==> config.mk <==
export PLATFORM = sky130hd
export DESIGN_NAME = pipe_hazard_ctrl
export DESIGN_NICKNAME = d
export VERILOG_FILES = /design/src/rtl/pipe_hazard_ctrl.sv
export SDC_FILE = /design/constraint.sdc
export NUM_CORES = 1
export LEC_CHECK = 0
export ABC_AREA = 1
export CAP_MARGIN = 25
export CORE_MARGIN = 2
export CORE_UTILIZATION = 38
export CTS_BUF_LIST = sky130_fd_sc_hd__clkbuf_4 sky130_fd_sc_hd__clkbuf_8
export DETAILED_ROUTE_END_ITERATION = 10
export GPL_TIMING_DRIVEN = 0
export MAX_ROUTING_LAYER = met4
export PLACE_DENSITY = 0.79
export SLEW_MARGIN = 20
export SYNTH_ARGS = -nofsm -noshare
export SYNTH_HDL_FRONTEND = slang
export SYNTH_SLANG_ARGS = --single-unit
==> constraint.sdc <==
create_clock -name clk -period 1.44 [get_ports clk]
set_input_delay 0.216 -clock clk [delete_from_list [all_inputs] [get_ports clk]]
set_output_delay 0.216 -clock clk [all_outputs]
set_load 0.05 [all_outputs]
==> src/rtl/pipe_hazard_ctrl.sv <==
// Hazard/sequencing control for the RVX10 five-stage pipe: forwarding, load-use and
// multi-cycle stalls with a watchdog. Define HAZARD_PERF_EN for stall/flush counters.
module pipe_hazard_ctrl #(
    parameter int MC_TIMEOUT = 64,
    parameter int CNT_W      = 8
) (
    input  logic       clk,
    input  logic       reset_n,
    input  logic [4:0] Rs1D,
    input  logic [4:0] Rs2D,
    input  logic [4:0] Rs1E,
    input  logic [4:0] Rs2E,
    input  logic [4:0] RdE,
    input  logic       ResultSrcE0,
    input  logic       PCSrcE,
    input  logic       McStartE,
    input  logic       McDoneE,
    input  logic [4:0] RdM,
    input  logic [4:0] RdW,
    input  logic       RegWriteM,
    input  logic       RegWriteW,
    output logic       StallF,
    output logic       StallD,
    output logic       StallE,
    output logic       FlushD,
    output logic       FlushE,
    output logic       FlushM,
    output logic [1:0] ForwardAE,
    output logic [1:0] ForwardBE,
    output logic       McErr
`ifdef HAZARD_PERF_EN
    ,
    output logic [31:0] StallCycles,
    output logic [31:0] FlushCount
`endif
);

    typedef enum logic {RUN = 1'b0, BUSY = 1'b1} state_t;

    localparam logic [CNT_W-1:0] TIMEOUT = CNT_W'(MC_TIMEOUT);

    state_t           state_q, state_d;
    logic [CNT_W-1:0] cnt_q, cnt_d;
    logic             mc_err_q, mc_err_d;
    logic             busy, lw_stall, timeout;

    logic [1:0][4:0] rs_e;
    logic [1:0][1:0] fwd;

    assign rs_e = {Rs2E, Rs1E};

    // MEM wins over WB: it holds the younger write to the same register.
    always_comb begin
        fwd = '0;
        for (int i = 0; i < 2; i++) begin
            if (RegWriteM && RdM != 5'd0 && RdM == rs_e[i])
                fwd[i] = 2'b10;
            else if (RegWriteW && RdW != 5'd0 && RdW == rs_e[i])
                fwd[i] = 2'b01;
        end
    end

    assign lw_stall = ResultSrcE0 && RdE != 5'd0 && (Rs1D == RdE || Rs2D == RdE);
    assign timeout  = (state_q == BUSY) && (cnt_q == TIMEOUT);
    assign busy     = ((state_q == RUN) && McStartE && !McDoneE) ||
                      ((state_q == BUSY) && !McDoneE && !timeout);

    always_comb begin
        state_d = state_q;
        cnt_d   = cnt_q;
        case (state_q)
            RUN: begin
                cnt_d = '0;
                if (McStartE && !McDoneE) state_d = BUSY;
            end
            default: begin
                if (McDoneE || timeout) begin
                    state_d = RUN;
                    cnt_d   = '0;
                end else begin
                    cnt_d = cnt_q + CNT_W'(1);
                end
            end
        endcase
        // Registered pulse lands in the cycle the counter sits at the limit.
        mc_err_d = (state_d == BUSY) && (cnt_d == TIMEOUT);
    end

    always_ff @(posedge clk or negedge reset_n) begin
        if (!reset_n) begin
            state_q  <= RUN;
            cnt_q    <= '0;
            mc_err_q <= 1'b0;
        end else begin
            state_q  <= state_d;
            cnt_q    <= cnt_d;
            mc_err_q <= mc_err_d;
        end
    end

    // Busy dominates the load-use and branch terms.
    assign StallF    = reset_n && (lw_stall || busy);
    assign StallD    = StallF;
    assign StallE    = reset_n && busy;
    assign FlushM    = StallE;
    assign FlushD    = reset_n && PCSrcE && !busy;
    assign FlushE    = reset_n && (lw_stall || PCSrcE) && !busy;
    assign ForwardAE = reset_n ? fwd[0] : 2'b00;
    assign ForwardBE = reset_n ? fwd[1] : 2'b00;
    assign McErr     = mc_err_q;

`ifdef HAZARD_PERF_EN
    logic [31:0] stall_cycles_q, stall_cycles_d;
    logic [31:0] flush_count_q, flush_count_d;

    always_comb begin
        stall_cycles_d = stall_cycles_q + 32'(StallF);
        flush_count_d  = flush_count_q + 32'(FlushD);
    end

    always_ff @(posedge clk or negedge reset_n) begin
        if (!reset_n) begin
            stall_cycles_q <= '0;
            flush_count_q  <= '0;
        end else begin
            stall_cycles_q <= stall_cycles_d;
            flush_count_q  <= flush_count_d;
        end
    end

    assign StallCycles = stall_cycles_q;
    assign FlushCount  = flush_count_q;
`endif

endmodule

Word-level counts from Yosys, hierarchy flattened

Index checks and enable logic that the tools add are counted.

Mux-type cells: 11
Add/sub/neg operators: 1
Eq/ne operators: 8
Reductions and logical operators: 32
Bitwise gates (word level): 1

Operators with widths:

| operator            | number |
|---|---|
| $eq 5x5->1          | 6 |
| $logic_and 1x1->1   | 21 |
| $eq 8x7->1 const B  | 2 |
| $mux 8              | 2 |
| $reduce_bool 5->1   | 3 |
| $add 8x1->8 const B | 1 |
| $mux 2              | 4 |
| $logic_or 1x1->1    | 5 |
| $mux 1              | 5 |
| $logic_not 1->1     | 3 |
| $not 1->1           | 1 |

Output and inout bits: 11
Bits in registers: 10
Input port bits: 43
Logic and storage cells: 56

Longest topological paths before layout

Gate-level depths: netlist of the first run.

Depth after elaboration: 7
Gate-level depth with buffers: 10
Gate-level depth less buffers: 10

Least setup slack after synthesis of the first run

Ideal clock, no wire load.

Path kind: register to output
From: register cnt_q[0]
To: output port StallF
Path slack: -0.515 ns
Buffers on the path: 1
Cell stages (with the launch flop): 9
Arrival time: 1.739 ns
Data required time: 1.224 ns
Path through: dfrtp_1 inv_1 ha_1 nand3_2 o21ai_4 nand2_2 nand2_1 nand2_1 buf_4

Longest elaborated chain between the ends: 7

RTL lines:

| what                   | line | RTL |
|---|---|---|
| from (decl)            | 43   | `logic [CNT_W-1:0] cnt_q, cnt_d;` |
| from (signal assigned) | 96   | `cnt_q <= cnt_d;` |
| $eq 8x7->1             | 64   | `assign timeout = (state_q == BUSY) && (cnt_q == TIMEOUT);` |
| $logic_and 1x1->1      | 64   |  |
| $logic_not 1->1        | 66   | `((state_q == BUSY) && !McDoneE && !timeout);` |
| $logic_and 1x1->1      | 66   |  |
| $logic_or 1x1->1       | 65   | `assign busy = ((state_q == RUN) && McStartE && !McDoneE) \|\|` |
| $logic_or 1x1->1       | 102  | `assign StallF = reset_n && (lw_stall \|\| busy);` |
| $logic_and 1x1->1      | 102  |  |
| to (decl)              | 22   | `output logic StallF,` |

Every way passes these cells.

Final worst setup path of the first run

From: register cnt_q[1]
To: output port StallE

Longest elaborated chain between the ends: 6

RTL lines:

| what              | line | RTL |
|---|---|---|
| $eq 8x7->1        | 64   |  |
| $logic_and 1x1->1 | 64   |  |
| $logic_not 1->1   | 66   |  |
| $logic_and 1x1->1 | 66   |  |
| $logic_or 1x1->1  | 65   |  |
| $logic_and 1x1->1 | 104  | `assign StallE = reset_n && busy;` |
| to (decl)         | 24   | `output logic StallE,` |

Every way passes these cells.

==> qor.csv, run 1 <==
metric,value,unit
status,finished with violations,
violated checks,negative setup slack,
crit-path most repeated cell,nand2_4,
post-synthesis net count,217,
share of cells above drive strength 1,0.3866,
mapped cell area,0.001121,mm2
first-pass GRT wire length,5078,um
post-DP HPWL,2412,um
Num CTS Buffers,3,
area growth from synthesis to layout,74.55,%
number of iterations in the first detailed-routing pass,4,
TritonCTS clock tree,yes,
Final period util,1.338,
worst-margin pin slew,0.4928,ns
post-route setup slack,-0.4861,ns
most frequent cell after synthesis,nand2_1,
Post-synth EDFFs,0,
Worst R2R Start,cnt_q[1],
RSZ-0062 raised after global routing,true,
Internal,0.0006641,W
PwrDens,518.4,mW/mm2
DRT Wirelength,3348,um
"Reg clk slew, reported paths",0.08,ns
Comb power frac,0.452,
clock latency on the worst-skew pair,0.27,ns
worst hold slack,0.4979,ns
reg2reg end,McErr,
"Remaining Overflow, GRT",0,
"Avg Cell Area, Syn",6.518,um2
worst path required time,1.22,ns
top routing layer used,met4,
count of pins over their slew limit,0,
Main synth FF type,dfrtp_1,
die area,0.003401,mm2
CP bufs+invs,4,
synthesized flop and latch total,10,
Yosys top cell area share,0.2232,
"top cells by count, synth","31 x nand2_1, 28 x nor2_1, 26 x inv_1",
Register Area,252.7,um2
Worst Skew,0.004485,ns
Seq pwr share,0.287,
Max-cap violations,0,
Die X,58.32,um
WL/cell,12.45,um
DP Area,0.001755,mm2
Gate Count Post-Synth,172,
"Power, Total",0.001014,W
max_slew headroom,0.6704,
antenna violations before repair,0,
htree depth,1,
Rows,19,
Metal-1 WL,1403,um
Clock power frac,0.261,
Clock Tree Buf Depth,2,
pin count of the biggest net entering global routing,11,
starting density of the core,0.4031,
fin util,0.7036,
crit-path leading delay family,buffers and inverters,
GR Util All Layers,0.1983,
critical-path cell list,inv_2 > ha_4 > nand3_4 > o21ai_4 > nand2_4 > nand2_4 > clkinvlp_4 > buf_8 > buf_6,
I/O Pins,54,
clk root buf,clkbuf_4,
final-report setup violation count,7,
Setup CP Type,reg2out,
clock sink total,10,
DRC viols,0,
CP startpoint kind,flop,
antenna cells,0,
post-route antenna net violation count,0,
Sw Pwr,0.0003502,W
Tightest Hold Check Type,in2async,
max incr delay on CP,0.40,ns
leakage,0.9581,nW
Yosys top cell by area,dfrtp_1,
nets@finish,284,
worst path arrival time,1.71,ns
peak supply drop,0.4611,mV
Netlist cell types,19,
Sw Share,0.3453,
Slowest cell on crit path,dfrtp_1,
asr flop ratio synth,1.000,
Core ar.,0.002781,mm2
Max Freq,519.2,MHz
Fin. Hold Viols,0,
drt initial violations,48,
Max Fanout on Critical Path,3,
vias in the first global route,1161,
RePlAce Congestion,0.8865,
"Min Clock Period, post-route",1.926,ns
r2r worst-path depth,10,
"Seq/Total Area, Yosys",0.2232,
Critical Path Sink Type,output port,
port bufs,53,
layout filler cell count,218,
Ys Warns,0,
Die H,58.32,um
Worst R2R Setup Slack,-0.07,ns
ranking of synthesized cells by area,"dfrtp_1 22%, xor2_1 16%, nand2_1 10%",
WL met2,1723,um
area of the multi-input gates,918.4,um2
routed wl met3,217,um
vias per cell,4.822,
design area,0.001957,mm2
Via Count,1297,
## sequential cells by signal, indices dropped and copies added, names as in the netlist
register	count
McErr	1
cnt_q	8
state_q	1
## through the flow
stage	std cells	worst slack, ns	TNS (ns)
2_1_floorplan	172	-0.3468	-1.060
3_3_place_gp	256	-1.339	-11.86
3_5_place_dp	256	-1.321	-11.74
4_1_cts	267	-0.4866	-2.710
5_1_grt	269	-0.5404	-3.200
6_report	269	-0.4861	-2.681
## metal layers
layer,GRT usage,up-vias
li1,-,654
met1,0.2551,591
met2,0.3403,50
met3,0.02418,2
met4,0.02990,0
met5,-,-
## cells by family after synthesis
kind of cell,after synthesis,synth area share
compound gates,11,0.05915
xor+xnor,28,0.2188
fa+ha+maj,2,0.02232
buf+inv,29,0.1038
flops,10,0.2232
simple gates,92,0.3728
## placed cells by master (no fill, tap or decap), types with 8 or more instances in the layout
cell type        Yosys  layout
nand3_1             14       9
nand2_1             31      27
nor2_1              28      22
nor2_2               6       9
clkdlybuf4s50_1      0      18
buf_6                0       9
dfrtp_1             10       8
buf_4                2       8
buf_2                0       8
inv_1               26      21
xor2_1              21      21
## power by group through the flow
stage	Clock [W]	Combinational [W]	Sequential, W
finish	0.000265	0.000458	0.000291
global route	0.000280	0.000491	0.000291
CTS	0.000262	0.000419	0.000290
detailed placement	0	0.000400	0.000297
global placement	0	0.000397	0.000296
floorplan	0	0.000203	0.000296
## worst max-delay path by stage
| stage | cells past startpoint | endpoint | from |
|---|---|---|---|
| finish | 9 | StallE | cnt_q[1] |
| CTS | 9 | FlushD | cnt_q[1] |
| detailed placement | 6 | ForwardAE[0] | reset_n |
| global placement | 6 | FlushD | reset_n |
| global route | 9 | FlushD | cnt_q[0] |
| floorplan | 8 | StallE | cnt_q[0] |
## repair_timing
action                                 CTS  global route
resized for setup                      144            50
buffers inserted                         6             2
endpoints found under the hold margin   10             0
setup endpoints to repair               11            11
hold buffers                             1             0
pin swaps                               16            24
## cell type report
type / count / share of cell area
timing repair buffer: 62 / 0.2941
sequential: 10 / 0.1292
multi-input combinational: 133 / 0.4693
buffer: 2 / 0.01343
inverter: 27 / 0.05563
tap: 31 / 0.01982
clock buffer: 4 / 0.01854
No activity file was read; power rests on OpenSTA's default activity.
==> inputs of run 2 (changes only) <==
CTS_CLUSTER_DIAMETER = 120   (was not set)
==> results of run 2 <==
No change in the layout: final DEF, timing and power equal those of run 1.
==> inputs of run 3 (changes only) <==
CORE_MARGIN = 5   (was 2)
CORE_UTILIZATION = 42   (was 38)
PLACE_DENSITY = 0.82   (was 0.79)
SLEW_MARGIN = not set   (was 20)
clock period = 2.2 ns   (was 1.44 ns; I/O delays follow)
==> run 3 against run 2 <==
Net effect: the flow now finishes without violations; cell count shrank 2.2%; clock skew shrank 0.00057 ns; clock-buffer cell count is the same; total power shrank 40%; non-clock buffer count shrank 5; clock power shrank 38%; critical path type is now in2out; largest cell class unchanged; highest routed layer unchanged.
==> qor.csv, run 3 (same netlist as run 1, synthesis figures left out) <==
metric,value,unit,change
antenna cells,0,,unchanged
antenna violations before repair,0,,unchanged
CP startpoint kind,input pin,,
Clock Tree Buf Depth,2,,unchanged
area growth from synthesis to layout,55.47,%,
crit-path leading delay family,buffers and inverters,,
clock latency on the worst-skew pair,0.26,ns,about the same
met1 Usage GRT,0.1738,,-0.08134
PwrDens,349.6,mW/mm2,-33%
"commonest non-fill, non-tap cell in the layout",clkdlybuf4s50_1,,
Critical Path Sink Type,output port,,
count of pins over their slew limit,0,,unchanged
final-report setup violation count,0,,-7
max_slew headroom,0.6648,,-0.005562
DRT Wirelength,2910,um,-13%
pin count of the biggest net entering global routing,16,,+5
vias per cell,4.654,,-3.5%
DRC viols,0,,unchanged
GR Util All Layers,0.1687,,-0.02957
share of cells above drive strength 1,0.1631,,-0.2235
Die X,61.67,um,+5.7%
"Reg clk slew, reported paths",0.07,ns,about the same
first-pass GRT wire length,4740,um,-6.7%
# hold bufs at CTS,0,,-1
design area,0.001743,mm2,-11%
GR met3 Demand/Resource,0.01887,,-0.005308
WL/cell,11.06,um,-11%
I/O Pins,54,,unchanged
Setup TNS,0,ns,+2.681 ns
"Remaining Overflow, GRT",0,,unchanged
Num CTS Buffers,3,,unchanged
RSZ-0062 raised after global routing,false,,
clock sink total,10,,unchanged
post-DP HPWL,2504,um,+3.8%
htree depth,1,,unchanged
worst path arrival time,1.75,ns,+0.04 ns
GRT met2 Usage,0.3318,,-0.008450
Fin. Hold Viols,0,,unchanged
status,"finished, final reports clean",,
area of the multi-input gates,772.0,um2,-16%
worst path required time,1.87,ns,+0.65 ns
Tightest Hold Check Type,in2async,,
vias in the first global route,1203,,+3.6%
RePlAce Congestion,0.8983,,+1.3%
starting density of the core,0.4444,,+0.04139
Slowest cell on crit path,clkdlybuf4s50_1,,
Setup CP Type,in2out,,
Core ar.,0.002522,mm2,-9.3%
max reg flops,8,,unchanged
leakage,0.8600,nW,-10%
layout filler cell count,223,,+2.3%
DP Worst Slack,-0.7714,ns,+0.5494 ns
max incr delay on CP,0.46,ns,+0.06 ns
critical-path cell list,clkdlybuf4s50_1 > nor2_1 > nand2_1 > o21ai_0 > inv_1 > nand3_1 > nor2b_1 > clkbuf_4,,
Worst Skew,0.003917,ns,-0.0005682 ns
peak supply drop,0.3287,mV,-29%
worst hold slack,0.05114,ns,-0.4468 ns
Register Area,250.2,um2,-0.99%
Rows,18,,-1
drt initial violations,33,,-31%
Die H,61.67,um,+5.7%
number of iterations in the first detailed-routing pass,6,,+2
post-route antenna net violation count,0,,unchanged
nets@finish,279,,-1.8%
worst-margin pin slew,0.5012,ns,+0.008399 ns
Via Count,1224,,-5.6%
CP bufs+invs,3,,-1
die area,0.003803,mm2,+12%
post-route setup slack,0.1179,ns,+0.6040 ns
"commonest cells after routing, fill and taps aside","42 x clkdlybuf4s50_1, 31 x nand2_1, 28 x nor2_1",,
Max Freq,480.3,MHz,
"Min Clock Period, post-route",2.082,ns,
Final period util,0.9464,,
clk root buf,clkbuf_4,,
grt peak-use layer,met2,,
Max Fanout on Critical Path,3,,unchanged
Max-cap violations,0,,unchanged
TritonCTS clock tree,yes,,
Top reg by flops,cnt_q,,
DP Area,0.001689,mm2,-3.8%
port bufs,53,,unchanged
"Power, Total",0.0006093,W,-40%
-- run 3: cell types whose count changed in the layout (fill, tap and decap cells not counted), moves of 5 or more --
cell,previous run,this run
buf_6,9,0
buf_8,7,0
clkbuf_2,6,0
clkdlybuf4s50_1,18,42
nand3_1,9,14
nor2_1,22,28
-- run 3: metal layers --
metal	part of all wire	vias to the layer above	wire, um
li1	-	648	-
met1	0.39	539	1129
met2	0.55	33	1611
met3	0.047	4	138
met4	0.010	0	30
met5	0	-	0
-- run 3: area by class of cell --
class	instances	area share
well taps	30	0.02154
repair buffers	57	0.3044
multi-input cells	133	0.4429
plain buffers	2	0.008615
flip-flops and latches	10	0.1436
inverters	27	0.05815
clock buffers	4	0.02082
-- run 3: power by group --
group,internal [W],total (W),switching (W)
clock network,0.000100,0.000163,0.0000629
registers,0.000188,0.000190,0.00000266
logic,0.000129,0.000256,0.000127
-- run 3: final timing paths --
kind / start / to / slack, ns / cells past startpoint
worst min register to register: cnt_q[7] / cnt_q[7] / 0.60 / 3
worst max-delay path: RdM[0] / ForwardBE[0] / 0.12 / 8
worst min-delay path: reset_n / cnt_q[6] / 0.05 / 1
max in group asynchronous: reset_n / cnt_q[2] / 1.89 / 1
min in group clk: cnt_q[7] / cnt_q[7] / 0.60 / 3
worst max register to register: cnt_q[0] / McErr / 0.62 / 10
-- run 3: what timing repair did --
item | in CTS | in global routing
pin swaps | 1 | 1
setup buffers | 1 | 3
endpoints found under the hold margin | 0 | 0
gates resized for setup | 48 | 14
endpoints found under the setup margin | 10 | 9
-- run 3: stage by stage --
| step | instances | utilization |
|---|---|---|
| final | 263 | 0.6910 |
| after CTS | 260 | 0.6761 |
| after detailed placement | 255 | 0.6696 |
| after global routing | 263 | 0.6910 |
| after floorplan | 172 | - |
| after global placement | 255 | 0.6696 |
